[src/rtl/core_pkg.sv]
// Shared types, encodings and decode helpers for the multi-cycle core controller.
package core_pkg;

  localparam int unsigned XLEN   = 32;
  localparam int unsigned REG_AW = 5;
  localparam int unsigned TMO_W  = 8;

  typedef logic [3:0] state_t;

  localparam state_t S_RESET      = 4'd0;
  localparam state_t S_FETCH      = 4'd1;
  localparam state_t S_DECODE     = 4'd2;
  localparam state_t S_EXEC       = 4'd3;
  localparam state_t S_WB         = 4'd4;
  localparam state_t S_ADDR       = 4'd5;
  localparam state_t S_MEM_RD     = 4'd6;
  localparam state_t S_MEM_WR     = 4'd7;
  localparam state_t S_BRANCH_CMP = 4'd8;
  localparam state_t S_BRANCH_TGT = 4'd9;
  localparam state_t S_JAL_LINK   = 4'd10;
  localparam state_t S_HALT       = 4'd11;
  localparam state_t S_FAULT      = 4'd12;

  typedef enum logic [2:0] {
    ALU_ADD = 3'd0,
    ALU_SUB = 3'd1,
    ALU_AND = 3'd2,
    ALU_OR  = 3'd3,
    ALU_XOR = 3'd4,
    ALU_SLT = 3'd5,
    ALU_SLL = 3'd6,
    ALU_SRL = 3'd7
  } alu_op_t;

  typedef enum logic [2:0] {
    IMM_NONE = 3'd0,
    IMM_I    = 3'd1,
    IMM_S    = 3'd2,
    IMM_B    = 3'd3,
    IMM_J    = 3'd4
  } imm_fmt_t;

  localparam logic [6:0] OPC_OP     = 7'b0110011;
  localparam logic [6:0] OPC_OP_IMM = 7'b0010011;
  localparam logic [6:0] OPC_LOAD   = 7'b0000011;
  localparam logic [6:0] OPC_STORE  = 7'b0100011;
  localparam logic [6:0] OPC_BRANCH = 7'b1100011;
  localparam logic [6:0] OPC_JAL    = 7'b1101111;
  localparam logic [6:0] OPC_SYSTEM = 7'b1110011;

  localparam logic [XLEN-1:0] HALT_INSTR = 32'h0000_0073;

  localparam int unsigned FLAG_ZERO  = 0;
  localparam int unsigned FLAG_NEG   = 1;
  localparam int unsigned FLAG_CARRY = 2;

  typedef struct packed {
    logic    legal;
    alu_op_t op;
  } alu_dec_t;

  // Map funct3/funct7 onto the 8-op ALU; SLTIU/SLTU and SRA forms are not supported.
  function automatic alu_dec_t decode_alu(input logic [2:0] funct3,
                                          input logic [6:0] funct7,
                                          input logic       is_imm);
    alu_dec_t d;
    d.legal = 1'b1;
    d.op    = ALU_ADD;
    case (funct3)
      3'b000: begin
        if (is_imm || funct7 == 7'h00) d.op = ALU_ADD;
        else if (funct7 == 7'h20)      d.op = ALU_SUB;
        else                           d.legal = 1'b0;
      end
      3'b001: begin d.op = ALU_SLL; d.legal = (funct7 == 7'h00); end
      3'b010: begin d.op = ALU_SLT; d.legal = is_imm || (funct7 == 7'h00); end
      3'b100: begin d.op = ALU_XOR; d.legal = is_imm || (funct7 == 7'h00); end
      3'b101: begin d.op = ALU_SRL; d.legal = (funct7 == 7'h00); end
      3'b110: begin d.op = ALU_OR;  d.legal = is_imm || (funct7 == 7'h00); end
      3'b111: begin d.op = ALU_AND; d.legal = is_imm || (funct7 == 7'h00); end
      default: d.legal = 1'b0;
    endcase
    return d;
  endfunction

endpackage

[src/rtl/core_imm_gen.sv]
// Combinational immediate extractor: selects the RV32I format from the opcode and sign-extends.
module core_imm_gen
  import core_pkg::*;
(
  input  logic [XLEN-1:0] ir_i,
  output logic [XLEN-1:0] imm_o,
  output imm_fmt_t        fmt_o
);

  always_comb begin
    fmt_o = IMM_NONE;
    imm_o = '0;
    case (ir_i[6:0])
      OPC_OP_IMM, OPC_LOAD: fmt_o = IMM_I;
      OPC_STORE:            fmt_o = IMM_S;
      OPC_BRANCH:           fmt_o = IMM_B;
      OPC_JAL:              fmt_o = IMM_J;
      default:              fmt_o = IMM_NONE;
    endcase
    case (fmt_o)
      IMM_I: imm_o = {{20{ir_i[31]}}, ir_i[31:20]};
      IMM_S: imm_o = {{20{ir_i[31]}}, ir_i[31:25], ir_i[11:7]};
      IMM_B: imm_o = {{19{ir_i[31]}}, ir_i[31], ir_i[7], ir_i[30:25], ir_i[11:8], 1'b0};
      IMM_J: imm_o = {{11{ir_i[31]}}, ir_i[31], ir_i[19:12], ir_i[20], ir_i[30:21], 1'b0};
      default: imm_o = '0;
    endcase
  end

endmodule

[src/rtl/core_ctrl.sv]
// Multi-cycle control FSM for the 32-bit core: fetch, decode, execute, memory and writeback.
module core_ctrl
  import core_pkg::*;
#(
  parameter int unsigned MEM_TIMEOUT = 16,
  parameter int unsigned PC_STEP     = 4
) (
  input  logic              clk_i,
  input  logic              rst_i,
  input  logic [XLEN-1:0]   ir_i,
  input  logic [2:0]        alu_flag_i,
  input  logic              mem_ready_i,
  output logic              en_rf_o,
  output logic              we_rf_o,
  output logic              sel_rf_o,
  output logic              en_pc_o,
  output logic              rstn_pc_o,
  output logic              load_pc_o,
  output logic              we_ir_o,
  output logic              load_addr_reg_o,
  output logic              sel_alu_port_a_o,
  output logic              sel_alu_port_b_o,
  output logic [2:0]        alu_op_o,
  output logic              we_mem_o,
  output logic              re_mem_o,
  output logic [XLEN-1:0]   imm_o,
  output logic [REG_AW-1:0] rf_addr_a_o,
  output logic [REG_AW-1:0] rf_addr_b_o,
  output logic              halt_o,
  output logic              fault_o
);

  state_t            state_q, state_d;
  logic [TMO_W-1:0]  tmo_q, tmo_d;
  logic              halt_q, halt_d;
  logic              fault_q, fault_d;

  logic [6:0]        opcode;
  logic [2:0]        funct3;
  logic [6:0]        funct7;
  logic [REG_AW-1:0] rd, rs1, rs2;
  logic              is_op_imm, is_load;
  logic              br_legal, br_taken, timed_out;
  logic [XLEN-1:0]   imm_raw, imm_adj;
  imm_fmt_t          imm_fmt;
  alu_dec_t          alu_dec;
  logic              unused_carry;

  assign opcode    = ir_i[6:0];
  assign rd        = ir_i[11:7];
  assign funct3    = ir_i[14:12];
  assign rs1       = ir_i[19:15];
  assign rs2       = ir_i[24:20];
  assign funct7    = ir_i[31:25];
  assign is_op_imm = (opcode == OPC_OP_IMM);
  assign is_load   = (opcode == OPC_LOAD);
  assign alu_dec   = decode_alu(funct3, funct7, is_op_imm);
  assign timed_out = (tmo_q == TMO_W'(MEM_TIMEOUT - 1));
  assign unused_carry = alu_flag_i[FLAG_CARRY];

  core_imm_gen u_imm_gen (
    .ir_i  (ir_i),
    .imm_o (imm_raw),
    .fmt_o (imm_fmt)
  );

  // PC has already advanced in FETCH, so PC-relative offsets are pulled back by one step.
  assign imm_adj = (imm_fmt == IMM_B || imm_fmt == IMM_J) ? imm_raw - XLEN'(PC_STEP) : imm_raw;

  always_comb begin
    br_legal = 1'b1;
    br_taken = 1'b0;
    case (funct3)
      3'b000:  br_taken =  alu_flag_i[FLAG_ZERO];
      3'b001:  br_taken = ~alu_flag_i[FLAG_ZERO];
      3'b100:  br_taken =  alu_flag_i[FLAG_NEG];
      3'b101:  br_taken = ~alu_flag_i[FLAG_NEG];
      default: br_legal = 1'b0;
    endcase
  end

  always_ff @(posedge clk_i or posedge rst_i) begin
    if (rst_i) begin
      state_q <= S_RESET;
      tmo_q   <= '0;
      halt_q  <= 1'b0;
      fault_q <= 1'b0;
    end else begin
      state_q <= state_d;
      tmo_q   <= tmo_d;
      halt_q  <= halt_d;
      fault_q <= fault_d;
    end
  end

  assign halt_o  = halt_q;
  assign fault_o = fault_q;

  // Next state plus Moore-decoded strobes; the wait counter resets whenever a memory state is left.
  always_comb begin
    state_d          = state_q;
    tmo_d            = '0;
    halt_d           = halt_q;
    fault_d          = fault_q;
    en_rf_o          = 1'b0;
    we_rf_o          = 1'b0;
    sel_rf_o         = 1'b0;
    en_pc_o          = 1'b0;
    rstn_pc_o        = 1'b1;
    load_pc_o        = 1'b0;
    we_ir_o          = 1'b0;
    load_addr_reg_o  = 1'b0;
    sel_alu_port_a_o = 1'b0;
    sel_alu_port_b_o = 1'b0;
    alu_op_o         = ALU_ADD;
    we_mem_o         = 1'b0;
    re_mem_o         = 1'b0;
    imm_o            = imm_adj;
    rf_addr_a_o      = rs1;
    rf_addr_b_o      = rs2;

    case (state_q)
      S_RESET: begin
        rstn_pc_o   = 1'b0;
        imm_o       = '0;
        rf_addr_a_o = '0;
        rf_addr_b_o = '0;
        state_d     = S_FETCH;
      end
      S_FETCH: begin
        re_mem_o = 1'b1;
        we_ir_o  = 1'b1;
        if (mem_ready_i) begin
          en_pc_o = 1'b1;
          state_d = S_DECODE;
        end else if (timed_out) begin
          state_d = S_FAULT;
        end else begin
          tmo_d = tmo_q + TMO_W'(1);
        end
      end
      S_DECODE: begin
        en_rf_o = 1'b1;
        case (opcode)
          OPC_OP, OPC_OP_IMM:  state_d = alu_dec.legal ? S_EXEC : S_FAULT;
          OPC_LOAD, OPC_STORE: state_d = (funct3 == 3'b010) ? S_ADDR : S_FAULT;
          OPC_BRANCH:          state_d = br_legal ? S_BRANCH_CMP : S_FAULT;
          OPC_JAL:             state_d = S_JAL_LINK;
          OPC_SYSTEM:          state_d = (ir_i == HALT_INSTR) ? S_HALT : S_FAULT;
          default:             state_d = S_FAULT;
        endcase
      end
      S_EXEC: begin
        en_rf_o          = 1'b1;
        sel_alu_port_b_o = is_op_imm;
        alu_op_o         = alu_dec.op;
        state_d          = S_WB;
      end
      S_WB: begin
        en_rf_o     = 1'b1;
        we_rf_o     = (rd != 5'd0);
        rf_addr_a_o = rd;
        sel_rf_o    = is_load;
        if (!is_load) begin
          sel_alu_port_b_o = is_op_imm;
          alu_op_o         = alu_dec.op;
        end
        state_d = S_FETCH;
      end
      S_ADDR: begin
        en_rf_o          = 1'b1;
        sel_alu_port_b_o = 1'b1;
        load_addr_reg_o  = 1'b1;
        state_d          = is_load ? S_MEM_RD : S_MEM_WR;
      end
      S_MEM_RD: begin
        re_mem_o = 1'b1;
        if (mem_ready_i)    state_d = S_WB;
        else if (timed_out) state_d = S_FAULT;
        else                tmo_d   = tmo_q + TMO_W'(1);
      end
      S_MEM_WR: begin
        en_rf_o  = 1'b1;
        we_mem_o = 1'b1;
        if (mem_ready_i)    state_d = S_FETCH;
        else if (timed_out) state_d = S_FAULT;
        else                tmo_d   = tmo_q + TMO_W'(1);
      end
      S_BRANCH_CMP: begin
        en_rf_o  = 1'b1;
        alu_op_o = ALU_SUB;
        state_d  = br_taken ? S_BRANCH_TGT : S_FETCH;
      end
      S_BRANCH_TGT: begin
        sel_alu_port_a_o = 1'b1;
        sel_alu_port_b_o = 1'b1;
        load_pc_o        = 1'b1;
        state_d          = S_FETCH;
      end
      S_JAL_LINK: begin
        // Link value is pc + x0, reusing port B as the constant zero source.
        en_rf_o          = 1'b1;
        sel_alu_port_a_o = 1'b1;
        rf_addr_a_o      = rd;
        rf_addr_b_o      = '0;
        we_rf_o          = (rd != 5'd0);
        state_d          = S_BRANCH_TGT;
      end
      S_HALT:  state_d = S_HALT;
      S_FAULT: state_d = S_FAULT;
      default: state_d = S_FAULT;
    endcase

    if (state_d == S_HALT)  halt_d  = 1'b1;
    if (state_d == S_FAULT) fault_d = 1'b1;
  end

endmodule

[config.mk]
export PLATFORM = sky130hd
export DESIGN_NAME = core_ctrl
export DESIGN_NICKNAME = d
export VERILOG_FILES = /design/src/rtl/core_pkg.sv /design/src/rtl/core_imm_gen.sv /design/src/rtl/core_ctrl.sv
export SDC_FILE = /design/constraint.sdc
export NUM_CORES = 1
export LEC_CHECK = 0
export BUFFER_PORTS_ARGS = -buffer_cell sky130_fd_sc_hd__buf_2
export CAP_MARGIN = 20
export CORE_MARGIN = 2
export CORE_UTILIZATION = 54
export DETAILED_ROUTE_END_ITERATION = 8
export PLACE_DENSITY = 0.88
export SLEW_MARGIN = 20
export SYNTH_ARGS = -nofsm -noshare
export SYNTH_HDL_FRONTEND = slang
export SYNTH_SLANG_ARGS = --single-unit
[constraint.sdc]
create_clock -name clk_i -period 2.9 [get_ports clk_i]
set_input_delay 0 -clock clk_i [delete_from_list [all_inputs] [get_ports clk_i]]
set_output_delay 0 -clock clk_i [all_outputs]
set_load 0.02 [all_outputs]
==> run_results.csv <==
group,metric,value,unit
status,status,"finished, final reports clean",
cts,clockRootBuffer,"clkbuf_8",
hold_path,hold_depth,3,
critical_path,rrSetupSlack,0.70,ns
power_and_ir_drop,vdd_ir_drop_max,0.272,mV
logic_synthesis,ys_top_cells_by_count,"nor2_1, a21oi_1, nand2_1",
route,final_antenna_net_count,0,
cts,cts_made_buffers,3,
grt,antenna_found_initial,0,
grt,grt_pass1_wl,11.6,mm
floorplanning,core,4320,sq um
logic_synthesis,seq_area_frac_synth,0.146,
floorplanning,floorplan.rows,24,
critical_path,worst_r2r_endpoint,"fault_o",
power_and_ir_drop,power,1640,uW
power_and_ir_drop,p_leak,0.00132,uW
cts,clk_latency,0.24,ns
logic_synthesis,synth_nets,397,
cts,cts_tree,"built",
floorplanning,io_pins,97,
grt,first_global_vias,2485,
logic_synthesis,synth-edff-count,0,
logic_synthesis,synth_top_cell_area_share,0.146,
floorplanning,die_area,5000,sq um
final_layout,area_growth,19.6,%
cts,postCtsSetupBuffers,0,
final_layout,drive_gt1_frac,0.294,
floorplanning,die_x,70.7,um
logic_synthesis,synth_top_flop_cell,"dfrtp_1",
place,placed_area,2820,sq um
sta,setup-tns-final,0,ns
sta,timing.fmax,392,MHz
hold_path,hold_start,"mem_ready_i",
final_layout,diodes,0,
logic_synthesis,synth_area,2400,sq um
final_layout,final_area,2870,sq um
hold_path,hp-class,"in -> reg",
route,dr.pass1.iters,5,
grt,grt_max_degree,29,
sta,setup_violations,0,
sta,min_period,2.55,ns
grt,grt_usage,0.273,
sta,worst_pin_slew,0.759,ns
logic_synthesis,ys_ff_latch,14,
route,drc,0,
logic_synthesis,yosys_warnings,0,
logic_synthesis,synthTopCellsByArea,"dfrtp_1, a21oi_1, nor2_1",
critical_path,cp_max_fo,12,
power_and_ir_drop,powerDensity,570,nW/um^2
floorplanning,chipHeight,70.7,um
sta,final_hold_viol_count,0,
route,wire_per_inst,14.9,um
cts,clkSinkCount,14,
sta,clock_skew,0.00212,ns
critical_path,critPathKind,"in -> out",
sta,rsz0062_at_grt,"no",
sta,slew_headroom,0.494,
flow_run,maxCapViolCount,0,
hold_path,min_to,"tmo_q[2]",
critical_path,crit_arrival,2.55,ns
route,drt_iter0_drc,356,
critical_path,rr_worst_depth,6,
cts,max-clock-path-buffers,2,
cts,clkSlewWorstSetupHoldPaths,0.05,ns
logic_synthesis,synth_area_leader_cell,"dfrtp_1",
critical_path,start_kind,"input port",
logic_synthesis,synth.most_common_cell,"nor2_1",
logic_synthesis,synth.avg_cell_area,6.73,sq um
cts,cts_max_level,1,
logic_synthesis,synth.distinct_cells,68,
floorplanning,start_util,0.555,
critical_path,required,2.90,ns
sta,period_share,0.879,
place,place_hpwl,5.47,mm
place,post-place-ws,0.453,ns
critical_path,timing.rr.start,"state_q[2]",
final_layout,nets,471,
route,viasPerCell,6.35,
sta,layout_setup_ws,0.351,ns
place,gp_congestion,0.944,
final_layout,final_util,0.664,
critical_path,setup.worst_path.end_class,"output pin",
sta,drv_slew,0,
place,portBuffers,95,
logic_synthesis,syn_inst,357,
grt,grt.overflow.total,0,
route,drt_wl_total,7.16,mm
logic_synthesis,async_flop_share,1.00,
route,num_vias,3053,
[state kept, by name, indices dropped and copies added (netlist names)]
signal   flops
halt_o       1
tmo_q        8
state_q      4
fault_o      1
[cell usage in the layout (no fill, tap or decap), drive strengths merged, types with 3 or more instances in the layout]
master / Yosys / layout
a211oi: 4 / 4
a21boi: 3 / 3
a21o: 8 / 8
a21oi: 38 / 38
a221oi: 6 / 6
a22oi: 11 / 11
and2: 8 / 8
and3: 6 / 6
and4: 3 / 3
buf: 10 / 100
clkbuf: 20 / 3
dfrtp: 14 / 14
inv: 7 / 7
nand2: 34 / 34
nand2b: 8 / 8
nand3: 13 / 13
nand4: 3 / 3
nor2: 48 / 48
nor2b: 6 / 6
nor3: 18 / 18
nor4: 7 / 7
o21ai: 7 / 7
o31ai: 6 / 6
or2: 3 / 3
or3: 7 / 7
or4: 6 / 6
xnor2: 6 / 6
xor2: 7 / 7
[cells by family after synthesis]
family                   Yosys count  synth area share
adder cells (fa/ha/maj)            2            0.0104
XOR/XNOR                          13            0.0474
AO/OA/AOI/OAI                    106             0.301
buffers and inverters             39            0.0808
AND/OR/NAND/NOR                  179             0.397
multiplexers                       4            0.0177
flip-flops                        14             0.146
[report_power, final]
group / total [uW] / switching [uW] / internal [uW]
logic: 1170 / 745 / 430
clock network: 147 / 56.1 / 91.1
registers: 315 / 81.5 / 233
[timing repair]
action / CTS / global route
gates resized for setup: 0 / 0
hold endpoints to repair: 14 / 0
hold buffers: 1 / 0
[stage by stage]
stage,cells,hold slack [ns]
CTS,481,0.175
finish,481,0.192
detailed placement,477,0.0432
global route,481,0.206
floorplan,357,-0.111
global placement,477,0.0406
[worst max-delay path by stage]
| stage | startpoint | end | slack [ns] | cells after the start |
|---|---|---|---|---|
| after global routing | ir_i[5] | imm_o[14] | 0.14 | 12 |
| final | ir_i[5] | imm_o[16] | 0.35 | 12 |
| after floorplan | ir_i[3] | imm_o[14] | 0.66 | 12 |
| after global placement | ir_i[5] | imm_o[16] | 0.52 | 12 |
| after detailed placement | ir_i[5] | imm_o[16] | 0.45 | 12 |
| after CTS | ir_i[5] | imm_o[16] | 0.45 | 12 |
[metal layers]
layer | up-vias | track usage | part of all wire
met3 | 4 | 0.0370 | 0.097
met5 | - | 0 | 0
li1 | 1474 | - | -
met4 | 0 | 0.0231 | 0.0041
met1 | 1414 | 0.422 | 0.44
met2 | 161 | 0.421 | 0.46
[worst max-delay path: stages]
cell,delay [ns]
buf_2,0.16
nor2b_2,0.21
nand3_1,0.24
nand2_1,0.14
a22oi_1,0.27
ha_1,0.19
nand2_1,0.11
nor3_2,0.29
and2_0,0.35
nor3_1,0.14
nor3_1,0.24
buf_2,0.21
[final cells by class]
| cell class | count | area (sq um) |
|---|---|---|
| multi-input cells | 304 | 1870 |
| well taps | 52 | 65.1 |
| fillers | 409 | 1450 |
| flip-flops and latches | 14 | 350 |
| repair buffers | 101 | 523 |
| clock buffers | 3 | 41.3 |
| inverters | 7 | 26.3 |
Power figures use the tool's default switching activity.
